**src/rtl/fp_class_pkg.sv**
```systemverilog
`default_nettype none
// ============================================================================
//  Module   : fp_class_pkg
//  Purpose  : Shared constants for the streaming IEEE-754 classifier.
//             Defines the number of classes, the bit position of each
//             class in the one-hot code, and the counter-select index type.
//  Revision : 1.0  initial release
// ============================================================================
package fp_class_pkg;

    localparam int NCLASS    = 10;

    // One-hot bit positions. Signed classes run from most negative to most
    // positive so the code reads like a number line; NaNs ignore the sign.
    localparam int CLS_NINF  = 0;
    localparam int CLS_NNORM = 1;
    localparam int CLS_NSUB  = 2;
    localparam int CLS_NZERO = 3;
    localparam int CLS_PZERO = 4;
    localparam int CLS_PSUB  = 5;
    localparam int CLS_PNORM = 6;
    localparam int CLS_PINF  = 7;
    localparam int CLS_SNAN  = 8;
    localparam int CLS_QNAN  = 9;

    // Counter read index (covers 0..15; indices >= NCLASS read as zero).
    typedef logic [3:0] cls_idx_t;

endpackage
`default_nettype wire

```
**src/rtl/fp_class_pipe_if.sv**
```systemverilog
`default_nettype none
// ============================================================================
//  Module   : fp_class_pipe_if
//  Purpose  : Bundles the operand stream, the classified result stream and
//             the counter access signals of fp_class_pipe.
//  Ports    : in_valid/in_ready/in_f      operand input stream
//             out_valid/out_ready/out_f/out_class  classified output stream
//             cnt_clr/cnt_sel/cnt_value   counter clear and read-back
//  Modports : master - operand source / result sink / status reader
//             slave  - the classifier pipeline
//  Revision : 1.0  initial release
// ============================================================================
interface fp_class_pipe_if #(
    parameter int NEXP = 5,
    parameter int NSIG = 10,
    parameter int CNTW = 16
);
    import fp_class_pkg::*;

    localparam int W = NEXP + NSIG + 1;

    logic              in_valid;
    logic              in_ready;
    logic [W-1:0]      in_f;
    logic              out_valid;
    logic              out_ready;
    logic [W-1:0]      out_f;
    logic [NCLASS-1:0] out_class;
    logic              cnt_clr;
    cls_idx_t          cnt_sel;
    logic [CNTW-1:0]   cnt_value;

    modport master (
        output in_valid, in_f, out_ready, cnt_clr, cnt_sel,
        input  in_ready, out_valid, out_f, out_class, cnt_value
    );

    modport slave (
        input  in_valid, in_f, out_ready, cnt_clr, cnt_sel,
        output in_ready, out_valid, out_f, out_class, cnt_value
    );

endinterface
`default_nettype wire

```
**src/rtl/fp_class_comb.sv**
```systemverilog
`default_nettype none
// ============================================================================
//  Module   : fp_class_comb
//  Purpose  : Purely combinational IEEE-754 classifier for any exponent and
//             significand width. Produces a 10-bit one-hot class code.
//  Ports    : f    in   NEXP+NSIG+1  operand {sign, exp, sig}
//             cls  out  NCLASS       one-hot class
//  Revision : 1.0  initial release
// ============================================================================
module fp_class_comb
    import fp_class_pkg::*;
#(
    parameter int NEXP = 5,
    parameter int NSIG = 10
) (
    input  logic [NEXP+NSIG:0] f,
    output logic [NCLASS-1:0]  cls
);

    logic            w_sign;
    logic [NEXP-1:0] w_exp;
    logic [NSIG-1:0] w_sig;
    logic            w_exp_ones;
    logic            w_exp_zero;
    logic            w_sig_zero;
    logic            w_quiet;

    assign w_sign     = f[NEXP+NSIG];
    assign w_exp      = f[NEXP+NSIG-1:NSIG];
    assign w_sig      = f[NSIG-1:0];
    assign w_exp_ones = &w_exp;
    assign w_exp_zero = ~|w_exp;
    assign w_sig_zero = ~|w_sig;
    assign w_quiet    = w_sig[NSIG-1];

    // Priority chain keeps the result one-hot by construction.
    always_comb begin
        cls = '0;
        if (w_exp_ones && !w_sig_zero) begin
            if (w_quiet) cls[CLS_QNAN] = 1'b1;
            else         cls[CLS_SNAN] = 1'b1;
        end else if (w_exp_ones) begin
            cls[w_sign ? CLS_NINF : CLS_PINF] = 1'b1;
        end else if (w_exp_zero && w_sig_zero) begin
            cls[w_sign ? CLS_NZERO : CLS_PZERO] = 1'b1;
        end else if (w_exp_zero) begin
            cls[w_sign ? CLS_NSUB : CLS_PSUB] = 1'b1;
        end else begin
            cls[w_sign ? CLS_NNORM : CLS_PNORM] = 1'b1;
        end
    end

endmodule
`default_nettype wire

```
**src/rtl/fp_class_pipe.sv**
```systemverilog
`default_nettype none
// ============================================================================
//  Module   : fp_class_pipe
//  Purpose  : Two-stage valid/ready pipeline that classifies IEEE-754
//             operands into a 10-class one-hot code and keeps a saturating
//             event counter per class with registered read-back.
//  Ports    : clk  in  clock, rising edge
//             rst  in  synchronous active-high reset
//             bus  slave modport of fp_class_pipe_if (streams + counters)
//  Revision : 1.0  initial release
// ============================================================================
module fp_class_pipe
    import fp_class_pkg::*;
#(
    parameter int NEXP = 5,
    parameter int NSIG = 10,
    parameter int CNTW = 16
) (
    input  logic              clk,
    input  logic              rst,
    fp_class_pipe_if.slave    bus
);

    localparam int W = NEXP + NSIG + 1;

    // Pipeline state
    logic                         s1_valid_q, s1_valid_d;
    logic [W-1:0]                 s1_f_q,     s1_f_d;
    logic                         s2_valid_q, s2_valid_d;
    logic [W-1:0]                 s2_f_q,     s2_f_d;
    logic [NCLASS-1:0]            s2_class_q, s2_class_d;

    // Counters and read-back
    logic [NCLASS-1:0][CNTW-1:0]  cnt_q, cnt_d;
    logic [CNTW-1:0]              cnt_value_q, cnt_value_d;

    logic                         w_s2_adv;
    logic                         w_in_ready;
    logic                         w_in_hs;
    logic                         w_out_hs;
    logic [NCLASS-1:0]            w_s1_class;

    // Classification sits between S1 and S2 so the S2 register captures it.
    fp_class_comb #(
        .NEXP (NEXP),
        .NSIG (NSIG)
    ) u_comb (
        .f   (s1_f_q),
        .cls (w_s1_class)
    );

    assign w_s2_adv   = ~s2_valid_q | bus.out_ready;
    assign w_in_ready = ~s1_valid_q | w_s2_adv;
    assign w_in_hs    = bus.in_valid & w_in_ready;
    assign w_out_hs   = s2_valid_q & bus.out_ready;

    always_comb begin
        s1_valid_d = s1_valid_q;
        s1_f_d     = s1_f_q;
        s2_valid_d = s2_valid_q;
        s2_f_d     = s2_f_q;
        s2_class_d = s2_class_q;

        // S2 takes whatever S1 holds whenever it may advance; when S1 is
        // empty this simply retires the word just handed off downstream.
        if (w_s2_adv) begin
            s2_valid_d = s1_valid_q;
            if (s1_valid_q) begin
                s2_f_d     = s1_f_q;
                s2_class_d = w_s1_class;
            end
        end

        // A new accept refills S1; otherwise S1 empties if it moved on.
        if (w_in_hs) begin
            s1_valid_d = 1'b1;
            s1_f_d     = bus.in_f;
        end else if (s1_valid_q && w_s2_adv) begin
            s1_valid_d = 1'b0;
        end
    end

    // Clear has priority over a coincident count event.
    for (genvar i = 0; i < NCLASS; i++) begin : g_cnt
        logic w_sat;
        assign w_sat = (cnt_q[i] == {CNTW{1'b1}});
        always_comb begin
            cnt_d[i] = cnt_q[i];
            if (bus.cnt_clr) begin
                cnt_d[i] = '0;
            end else if (w_out_hs && s2_class_q[i] && !w_sat) begin
                cnt_d[i] = cnt_q[i] + CNTW'(1);
            end
        end
    end

    // Read mux uses the pre-update counter value; out-of-range reads zero.
    always_comb begin
        cnt_value_d = '0;
        for (int i = 0; i < NCLASS; i++) begin
            if (bus.cnt_sel == cls_idx_t'(i)) begin
                cnt_value_d = cnt_q[i];
            end
        end
    end

    always_ff @(posedge clk) begin
        if (rst) begin
            s1_valid_q  <= 1'b0;
            s1_f_q      <= '0;
            s2_valid_q  <= 1'b0;
            s2_f_q      <= '0;
            s2_class_q  <= '0;
            cnt_q       <= '0;
            cnt_value_q <= '0;
        end else begin
            s1_valid_q  <= s1_valid_d;
            s1_f_q      <= s1_f_d;
            s2_valid_q  <= s2_valid_d;
            s2_f_q      <= s2_f_d;
            s2_class_q  <= s2_class_d;
            cnt_q       <= cnt_d;
            cnt_value_q <= cnt_value_d;
        end
    end

    assign bus.in_ready  = w_in_ready;
    assign bus.out_valid = s2_valid_q;
    assign bus.out_f     = s2_f_q;
    assign bus.out_class = s2_class_q;
    assign bus.cnt_value = cnt_value_q;

endmodule
`default_nettype wire

```
**src/flat_wrapper.sv**
```systemverilog
// flat-port wrapper written by rule: the top's interface ports become plain ports
module fp_class_pipe_flat import fp_class_pkg::*;
#(
    parameter int NEXP = 5,
    parameter int NSIG = 10,
    parameter int CNTW = 16
)
  (clk, rst, bus_in_valid, bus_in_f, bus_out_ready, bus_cnt_clr, bus_cnt_sel, bus_in_ready, bus_out_valid, bus_out_f, bus_out_class, bus_cnt_value);
  fp_class_pipe_if #(.NEXP(NEXP), .NSIG(NSIG), .CNTW(CNTW)) bus_i ();
  input  logic clk;
  input  logic rst;
  input wire logic [$bits(bus_i.in_valid)-1:0] bus_in_valid;
  input wire logic [$bits(bus_i.in_f)-1:0] bus_in_f;
  input wire logic [$bits(bus_i.out_ready)-1:0] bus_out_ready;
  input wire logic [$bits(bus_i.cnt_clr)-1:0] bus_cnt_clr;
  input wire logic [$bits(bus_i.cnt_sel)-1:0] bus_cnt_sel;
  output wire logic [$bits(bus_i.in_ready)-1:0] bus_in_ready;
  output wire logic [$bits(bus_i.out_valid)-1:0] bus_out_valid;
  output wire logic [$bits(bus_i.out_f)-1:0] bus_out_f;
  output wire logic [$bits(bus_i.out_class)-1:0] bus_out_class;
  output wire logic [$bits(bus_i.cnt_value)-1:0] bus_cnt_value;
  assign bus_i.in_valid = bus_in_valid;
  assign bus_i.in_f = bus_in_f;
  assign bus_i.out_ready = bus_out_ready;
  assign bus_i.cnt_clr = bus_cnt_clr;
  assign bus_i.cnt_sel = bus_cnt_sel;
  assign bus_in_ready = bus_i.in_ready;
  assign bus_out_valid = bus_i.out_valid;
  assign bus_out_f = bus_i.out_f;
  assign bus_out_class = bus_i.out_class;
  assign bus_cnt_value = bus_i.cnt_value;
  fp_class_pipe #(.NEXP(NEXP), .NSIG(NSIG), .CNTW(CNTW)) u_core (.clk(clk), .rst(rst), .bus(bus_i));
endmodule
```
**config.mk**
```make
export PLATFORM = sky130hd
export DESIGN_NAME = fp_class_pipe_flat
export DESIGN_NICKNAME = d
export VERILOG_FILES = /design/src/rtl/fp_class_pkg.sv /design/src/rtl/fp_class_pipe_if.sv /design/src/rtl/fp_class_comb.sv /design/src/rtl/fp_class_pipe.sv /design/src/flat_wrapper.sv
export SDC_FILE = /design/constraint.sdc
export NUM_CORES = 1
export LEC_CHECK = 0
export BUFFER_PORTS_ARGS = -buffer_cell sky130_fd_sc_hd__buf_2
export CORE_MARGIN = 2
export CORE_UTILIZATION = 55
export CTS_CLUSTER_DIAMETER = 60
export DETAILED_ROUTE_END_ITERATION = 7
export GPL_ROUTABILITY_DRIVEN = 0
export PLACE_DENSITY_LB_ADDON = 0.12
export SYNTH_ARGS = -nofsm -noshare
export SYNTH_HDL_FRONTEND = slang
export SYNTH_HIERARCHICAL = 1
export SYNTH_SLANG_ARGS = --single-unit
```
**constraint.sdc**
```tcl
create_clock -name clk -period 2.07 [get_ports clk]
set_input_delay 0.414 -clock clk [delete_from_list [all_inputs] [get_ports clk]]
set_output_delay 0.414 -clock clk [all_outputs]
set_load 0.03 [all_outputs]
```
; ---- Yosys cells after proc, flatten, opt, wreduce, memory -nomap -nowiden
; Cells that the tools add are included.
[word_totals]
elab_cells = 136
output_inout_bits = 44
inputBits = 25
ff_bits = 220
[classes]
reduce_logical = 46
n_eq_ne = 19
n_addsub = 10
bitwise = 6
magnitude_cmp = 8
n_mux = 31
[op_table]
columns = cell, n
row1 = "adder 16 x 1 -> 16 bit, second input constant", 10
row2 = "== test 16 bit, second input constant", 10
row3 = 2-to-1 mux 16 bit, 10
row4 = 2-to-1 mux 10 bit, 3
row5 = logical AND 1 bit, 27
row6 = "< comparator 3 x 5 -> 1 bit, second input constant", 4
row7 = demux 1 bit (select 4 bit), 4
row8 = "== test 4 x 3 -> 1 bit, second input constant", 4
row9 = ">= comparator 3 x 1 -> 1 bit, second input constant", 4
row10 = zero test 1 bit, 12
row11 = 2-to-1 mux 3 bit, 4
row12 = OR reduction 10 bit, 1
row13 = "== test 4 x 2 -> 1 bit, second input constant", 2
row14 = "== test 4 bit, second input constant", 2
row15 = 2-to-1 mux 1 bit, 8
row16 = 2-to-1 mux 8 bit, 1
row17 = AND reduction 5 bit, 1
row18 = OR reduction 5 bit, 1
row19 = "== test 4 x 1 -> 1 bit, second input constant", 1
row20 = zero test 4 bit, 1
row21 = bitwise AND 1 bit, 2
row22 = 2-to-1 mux 2 bit, 1
row23 = NOT 1 bit, 2
row24 = bitwise OR 1 bit, 2
row25 = 3 further kinds, 3

; ---- Longest topological paths before layout
; Gate-level depths: netlist (run 1).
[depth]
word_depth = 11
mapped_depth = 7
ltp_nobuf = 5

; ---- By module
; Netlist (run 1), hierarchy kept.
[by_module_without_submodules]
columns = mod, instances, area_each_um2, seq_area_each_um2, cells_each
row1 = fp_class_pipe, 1, 11792.6, 4404.2, 1449
row2 = fp_class_comb, 1, 133.9, 0.0, 21

; ---- Least setup slack after synthesis (run 1)
; No wires, ideal clock.
[synth_path]
path_kind = register to register
startpoint = reg u_core.s2_valid_q, in the netlist u_core/bus.out_valid
endpoint = reg u_core/cnt_q[28] (netlist name)
required_ns = 2.000
setup_ns = 0.070
t_arrival_ns = 2.037
period_less_slack_ns = 2.107
n_path_buf = 2
path_stages_with_launch = 7
setup_slack_ns = -0.037
path_cell_list = dfxtp_1 buf_4 nand3_4 or4_1 buf_2 or4_1 a21oi_1
[synth_between]
elab_chain_cells = 3
[synth_lines]
columns = element, line_no
row1 = start: declaration, fp_class_pipe.sv:29  ; logic s2_valid_q, s2_valid_d;
row2 = start signal: assignment, fp_class_pipe.sv:119  ; s2_valid_q <= s2_valid_d;
row3 = bitwise AND 1 bit, fp_class_pipe.sv:55  ; assign w_out_hs = s2_valid_q & bus.out_ready;
row4 = logical AND 1 bit (2 in a row), fp_class_pipe.sv:91  ; end else if (w_out_hs && s2_class_q[i] && !w_sat) begin
row5 = end signal: assignment, fp_class_pipe.sv:122  ; cnt_q <= cnt_d;
row6 = end: declaration, fp_class_pipe.sv:34  ; logic [NCLASS-1:0][CNTW-1:0] cnt_q, cnt_d;
; No other way between the ends.
; A chain may end at the register's enable or synchronous reset.

; ---- Final worst setup path (run 1)
[layout_path]
startpoint = reg u_core.s2_valid_q, in the netlist u_core/bus.out_valid
endpoint = out bus_in_ready
[layout_between]
elab_chain_cells = 3
[layout_lines]
columns = element, line_no
row1 = NOT 1 bit, fp_class_pipe.sv:52  ; assign w_s2_adv = ~s2_valid_q | bus.out_ready;
row2 = bitwise OR 1 bit, fp_class_pipe.sv:52
row3 = bitwise OR 1 bit, fp_class_pipe.sv:53  ; assign w_in_ready = ~s1_valid_q | w_s2_adv;
row4 = end: declaration, flat_wrapper.sv:17  ; output wire logic [$bits(bus_i.in_ready)-1:0] bus_in_ready;
; No other way between the ends.

==> impl_results.md, run 1 <==
* Worst slew margin at 35.1%
* Worst-path fanout max at 13
* Total Routed Length at 36400 um
* Initial antenna violation count at 0
* Ys async rst share at 0%
* Buffers on Ports at 68
* Leading area contributor after synthesis: dfxtp_1
* Vias/cell at 6.48
* Area contributors post-synth: dfxtp_1 37%, mux2i_1 8.8%, nand2_1 6.5%
* Overall Global Routing Usage at 31.5%
* Overflow after GRT at 0
* First-pass GRT wire length at 57700 um
* Drt pass-1 iters at 7
* Iteration-0 DRC Markers at 1213
* Yosys top cell area share at 36.9%
* Critical path data arrival time at 1590 ps
* DRC Markers at 0
* Crit end category: output port
* TritonCTS clock tree: yes
* Status: completed
* DP Wirelength at 25900 um
* Antenna viol nets, final at 0
* Rows at 53
* Min-delay worst type: primary input to flip-flop
* Worst-margin pin slew at 970 ps
* Fmax at 0.499 GHz
* Final Hold Slack at 133 ps
* Clock Pin Slew Worst Setup and Hold Paths at 60 ps
* Die area at 22900 sq um
* Layout area overhead at 17.9%
* Worst skew pair latency at 530 ps
* Initial Utilization at 56.4%
* Yosys Warn Count at 6
* Clock Skews at 10.2 ps
* Sequential area share after synthesis at 36.9%
* Post-synth top flop: dfxtp_1
* Synthesized area per cell at 8.11 sq um
* Final period util at 96.8%
* Cell Area, Synth at 11900 sq um
* Num CTS Buffers at 25
* Root buf cell: clkbuf_16
* CTS H-Tree Depth at 1
* Fin crit period at 2000 ps
* Post-synth EDFFs at 0
* Final Hold Fails at 0
* Clock buffer depth at 3
* Die W at 151 um
* Netlist cell types at 63
* RSZ-0062 raised after global routing: false
* Max-Cap Viols at 0
* Pwr/cell area at 665 nW/um^2
* Most common cell after layout, fill and taps aside: dfxtp_1
* Placed inst area at 13200 sq um
* Mapped Nets at 1505
* Diode count at 0
* Setup-failing EPs final at 0
* Cell area after layout at 14100 sq um
* WS Path Type: flip-flop to output port
* Peak supply drop at 0.570 mV
* # hold bufs at CTS at 0
* Layout cells sized above 1 at 16.1%
* Largest net degree at the start of global routing at 65
* Worst endpoint required time at 1660 ps
* Most frequent cells in the layout: 219 x dfxtp_1, 208 x nand2_1, 133 x a21oi_1
* Cell leakage power at 4.74 nW
* Number of global-route vias before repair at 10800
* I/O pin cnt at 69
* CTS sink count at 220
* Die height at 151 um
* WL per Instance at 19.4 um
* Via count at 12200
* Cells after Synth at 1470
* CP startpoint kind: flip-flop
* Slew Limit Fails at 0
* Nets at 1625
* #FFs+latches synth at 220
* Placeable Area at 21200 sq um
[through the flow]
| stage | instances | util (%) | worst slack (ps) | power, W | setup TNS [ps] |
|---|---|---|---|---|---|
| after floorplan | 1470 | - | 80.9 | 0.00477 | 0 |
| after global placement | 1838 | 62.6 | -38.5 | 0.00498 | -77.5 |
| after detailed placement | 1838 | 62.6 | -46.8 | 0.00499 | -68.3 |
| after CTS | 1879 | 66.4 | 56.5 | 0.00939 | 0 |
| after global routing | 1879 | 66.5 | 3.57 | 0.00962 | 0 |
| final | 1879 | 66.5 | 66.8 | 0.00935 | 0 |
[worst max-delay path, stage by stage, from the launching register on]
cell      delay, ps
dfxtp_4         460
nand3b_1        190
buf_4           230
buf_2           180
[cell families (layout without fill, tap and decap cells)]
| family | count (synthesis) | after routing | synth area share, % |
|---|---|---|---|
| buffers and inverters | 140 | 274 | 4.60 |
| multiplexers | 107 | 107 | 9.19 |
| flip-flops | 220 | 220 | 36.9 |
| AND/OR/NAND/NOR | 648 | 648 | 29.7 |
| XOR/XNOR | 1 | 1 | 0.0735 |
| AO/OA/AOI/OAI | 344 | 344 | 18.5 |
| adder cells (fa/ha/maj) | 10 | 10 | 1.05 |
[timing repair]
action | CTS | global route
setup endpoints to repair | 1 | 1
setup buffers | 0 | 0
gates resized for setup | 1 | 1
[where the power goes]
group          internal [W]  switching [W]
clock               0.00269        0.00175
combinational      0.000205       0.000384
sequential          0.00428      0.0000388
total               0.00717        0.00218
[sequential cells by signal, summed over array words and instances (netlist names)]
| name | count |
|---|---|
| u_core/cnt_q | 160 |
| u_core/bus.cnt_value | 16 |
| u_core/bus.out_f | 16 |
| u_core/s1_f_q | 16 |
| u_core/bus.out_class | 10 |
| u_core/bus.out_valid | 1 |
| u_core/s1_valid_q | 1 |
[metal layers]
| layer | part of all wire (%) | wire (um) | vias up | global-route usage [%] |
|---|---|---|---|---|
| met1 | 44 | 16100 | 5762 | 43.9 |
| met5 | 0 | 0 | - | 0 |
| met3 | 7.6 | 2750 | 63 | 4.10 |
| met4 | 2.0 | 714 | 0 | 7.57 |
| met2 | 46 | 16900 | 516 | 51.6 |
| li1 | - | - | 5837 | - |
[cell usage after synthesis (2+ instances only)]
cell type and number:
a31oi_1 10, mux2i_1 105, a221oi_1 11, a21o_1 2
a211oi_1 32, dfxtp_1 220, nor4_2 4, nor4_1 35
or3b_2 3, nand3b_1 5, or3_1 67, nor2_1 36
o21ai_0 42, nor2b_1 5, o211ai_1 6, nor3b_1 2
nor3_1 30, or2_2 3, nand2_1 208, o31ai_1 43
nand3_1 71, o221ai_1 11, nand2b_1 3, nand4_1 53
a2111o_1 4, o311ai_0 8, inv_1 40, and2_1 8
buf_4 2, a21boi_0 2, o41ai_1 14, a21oi_1 133
clkbuf_1 83, and4_1 19, or4_1 51, nor4b_1 6
buf_2 12, and3_1 26, o22ai_1 15, or4bb_1 3
mux4_2 2, ha_1 10, or4b_2 3, buf_1 3
[path summary, 6_finish.rpt]
kind / from / to / slack, ps / cells past startpoint
setup / recovery: u_core/bus.out_valid / bus_in_ready / 70 / 3
hold / removal: bus_in_f[10] / u_core/s1_f_q[10] / 130 / 3
setup reg to reg: u_core/bus.out_valid / u_core/cnt_q[138] / 120 / 6
hold reg to reg: u_core/bus.out_f[14] / u_core/bus.out_f[14] / 450 / 2
[layout make-up]
cell class / count / area, sq um
tap: 275 / 344
sequential: 220 / 4410
inverter: 40 / 150
clock inverter: 6 / 83.8
multi-input combinational: 1110 / 6990
clock buffer: 35 / 733
timing repair buffer: 193 / 1340
fill: 1777 / 7100
No activity file was read; power rests on OpenSTA's default activity.
==> run 2, diff against run 1 <==
--- a/config.mk
+++ b/config.mk
@@ -6,8 +6,7 @@
 export NUM_CORES = 1
 export LEC_CHECK = 0
 export BUFFER_PORTS_ARGS = -buffer_cell sky130_fd_sc_hd__buf_2
-export CORE_MARGIN = 2
-export CORE_UTILIZATION = 55
+export CORE_UTILIZATION = 30
 export CTS_CLUSTER_DIAMETER = 60
 export DETAILED_ROUTE_END_ITERATION = 7
 export GPL_ROUTABILITY_DRIVEN = 0
==> run 2 against run 1 <==
Compared with the run above: first-iteration DRC count fell by 32%; clock-buffer cell count rose by 6; power rose by 11%; register-to-register slack barely moved; cell count rose by 14%; worst hold slack got worse by 56 ps; non-clock buffer count rose by 9; maximum frequency rose by 2.6%; highest routed layer unchanged.
==> impl_results.md, run 2 (same netlist as run 1, synthesis figures left out) <==
* Final Hold Fails at 0 (unchanged)
* M1 GR Usage at 28.6% (-15 points)
* Peak supply drop at 0.624 mV (+9.5%)
* RSZ-0062 raised after global routing: false
* Drt pass-1 iters at 7 (unchanged)
* Antenna viol nets, final at 0 (unchanged)
* Most common cell after layout, fill and taps aside: dfxtp_1
* Worst skew pair latency at 590 ps (+60 ps)
* Final period util at 94.3% (-2.5 points)
* Max reg flops at 160 (unchanged)
* Overflow after GRT at 0 (unchanged)
* Initial antenna violation count at 0 (unchanged)
* Fillers at 4022 (+130%)
* Worst-path fanout max at 4 (-9)
* Critical path data arrival time at 2430 ps (+840 ps)
* TritonCTS clock tree: yes
* Overall Global Routing Usage at 20.2% (-11 points)
* Worst setup slack after placement at -283 ps (-236 ps)
* Final worst slack at 118 ps (+51.1 ps)
* DRC Markers at 0 (unchanged)
* Die height at 201 um (+33%)
* Most flops, register: u_core/cnt_q
* Worst endpoint required time at 2550 ps (+890 ps)
* Num CTS Buffers at 30 (+20%)
* Iteration-0 DRC Markers at 821 (-32%)
* Worst R2R Setup Slack at 120 ps (about the same)
* Diode count at 0 (unchanged)
* Total Routed Length at 41900 um (+15%)
* Status: completed
* Initial Utilization at 30.6% (-26 points)
* Most frequent cells in the layout: 219 x dfxtp_1, 208 x nand2_1, 133 x a21oi_1
* Non-filler cells in the finished layout at 2145 (+14%)
* Max-Cap Viols at 0 (unchanged)
* DP Wirelength at 30700 um (+18%)
* I/O pin cnt at 69 (unchanged)
* Vias/cell at 5.62 (-13%)
* Cell leakage power at 4.93 nW (+4.0%)
* Multi-input logic area at 7020 sq um (+0.38%)
* Largest net degree at the start of global routing at 85 (+31%)
* Met2 Use GR at 31.3% (-20 points)
* Worst-margin pin slew at 1060 ps (+86.7 ps)
* Fmax at 0.512 GHz (+2.6%)
* WL per Instance at 19.5 um (+0.70%)
* Clock Skews at 24.6 ps (+14.4 ps)
* Layout cells sized above 1 at 17.5% (+1.4 points)
* Sequential cell area at 4410 sq um (about the same)
* Crit end category: flip-flop
* Nets at 1639 (+0.86%)
* Placeable Area at 38900 sq um (+84%)
* CTS H-Tree Depth at 1 (unchanged)
* Via count at 12100 (-1.1%)
* Buffers on Ports at 68 (unchanged)
* Number of global-route vias before repair at 11300 (+4.9%)
* Placed cells at 2090 (+14%)
* Setup-failing EPs final at 0 (unchanged)
* GR met3 Demand/Resource at 3.16% (-0.94 points)
* Busiest grt layer: met2
* Pwr/cell area at 706 nW/um^2 (+6.2%)
* CTS sink count at 220 (unchanged)
* Rows at 72 (+36%)
* First-pass GRT wire length at 65300 um (+13%)
* Die W at 201 um (+33%)
* WS Path Type: flip-flop to flip-flop
* Fin crit period at 1950 ps (-51.1 ps)
* Min-delay worst type: primary input to flip-flop
* Layout area overhead at 23.7%
* Slew Limit Fails at 0 (unchanged)
* Root buf cell: clkbuf_16
* Die area at 40600 sq um (+77%)
* CP startpoint kind: flip-flop
* Clock Pin Slew Worst Setup and Hold Paths at 60 ps (about the same)
* Worst slew margin at 29.2% (-5.8 points)
* Clock buffer depth at 3 (unchanged)
-- run 2: layout make-up --
class | instances | area share [%]
sequential | 220 | 29.9
timing repair buffer | 202 | 9.91
clock inverter | 14 | 1.37
multi-input combinational | 1110 | 47.6
tap | 518 | 4.39
inverter | 40 | 1.02
clock buffer | 41 | 5.84
-- run 2: path summary, 6_finish.rpt --
| kind | to | startpoint | depth (start not counted) |
|---|---|---|---|
| hold reg to reg | u_core/bus.out_f[12] | u_core/bus.out_f[12] | 2 |
| hold / removal | u_core/s1_f_q[14] | bus_in_f[14] | 3 |
| setup reg to reg | u_core/bus.cnt_value[12] | u_core/cnt_q[12] | 4 |
| setup / recovery | u_core/bus.cnt_value[12] | u_core/cnt_q[12] | 4 |
-- run 2: power by group --
part	total, W	internal (W)	switching [W]
logic	0.000617	0.000208	0.000409
registers	0.00431	0.00428	0.0000362
clock network	0.00549	0.00341	0.00208
-- run 2: what timing repair did --
item | in CTS | in global routing
endpoints found under the setup margin | 0 | 7
hold buffers | 0 | 0
gates resized for setup | 0 | 7
setup buffers | 0 | 0
-- run 2: worst max-delay path, cell delays in order (launching register included) --
cell      delay (ps)
dfxtp_1          380
or4b_2           590
a31oi_1          370
o21ai_0          190
a211oi_1         330
-- run 2: through the flow --
stage / instance area [sq um] / utilization [%] / power (W) / TNS, ps / hold slack [ps]
floorplan: 11900 / - / 0.00477 / 0 / 445
global placement: 13700 / 35.1 / 0.00502 / -974 / 443
detailed placement: 13700 / 35.1 / 0.00502 / -945 / 447
CTS: 14700 / 37.8 / 0.0106 / 0 / 52.9
global route: 14700 / 37.9 / 0.0108 / 0 / 69.7
finish: 14700 / 37.9 / 0.0104 / 0 / 77.7
-- run 2: per-layer routing --
metal | wire length, um | share of wire, %
met1 | 19900 | 48
met2 | 18500 | 44
met3 | 2570 | 6.1
met4 | 921 | 2.2
met5 | 0 | 0
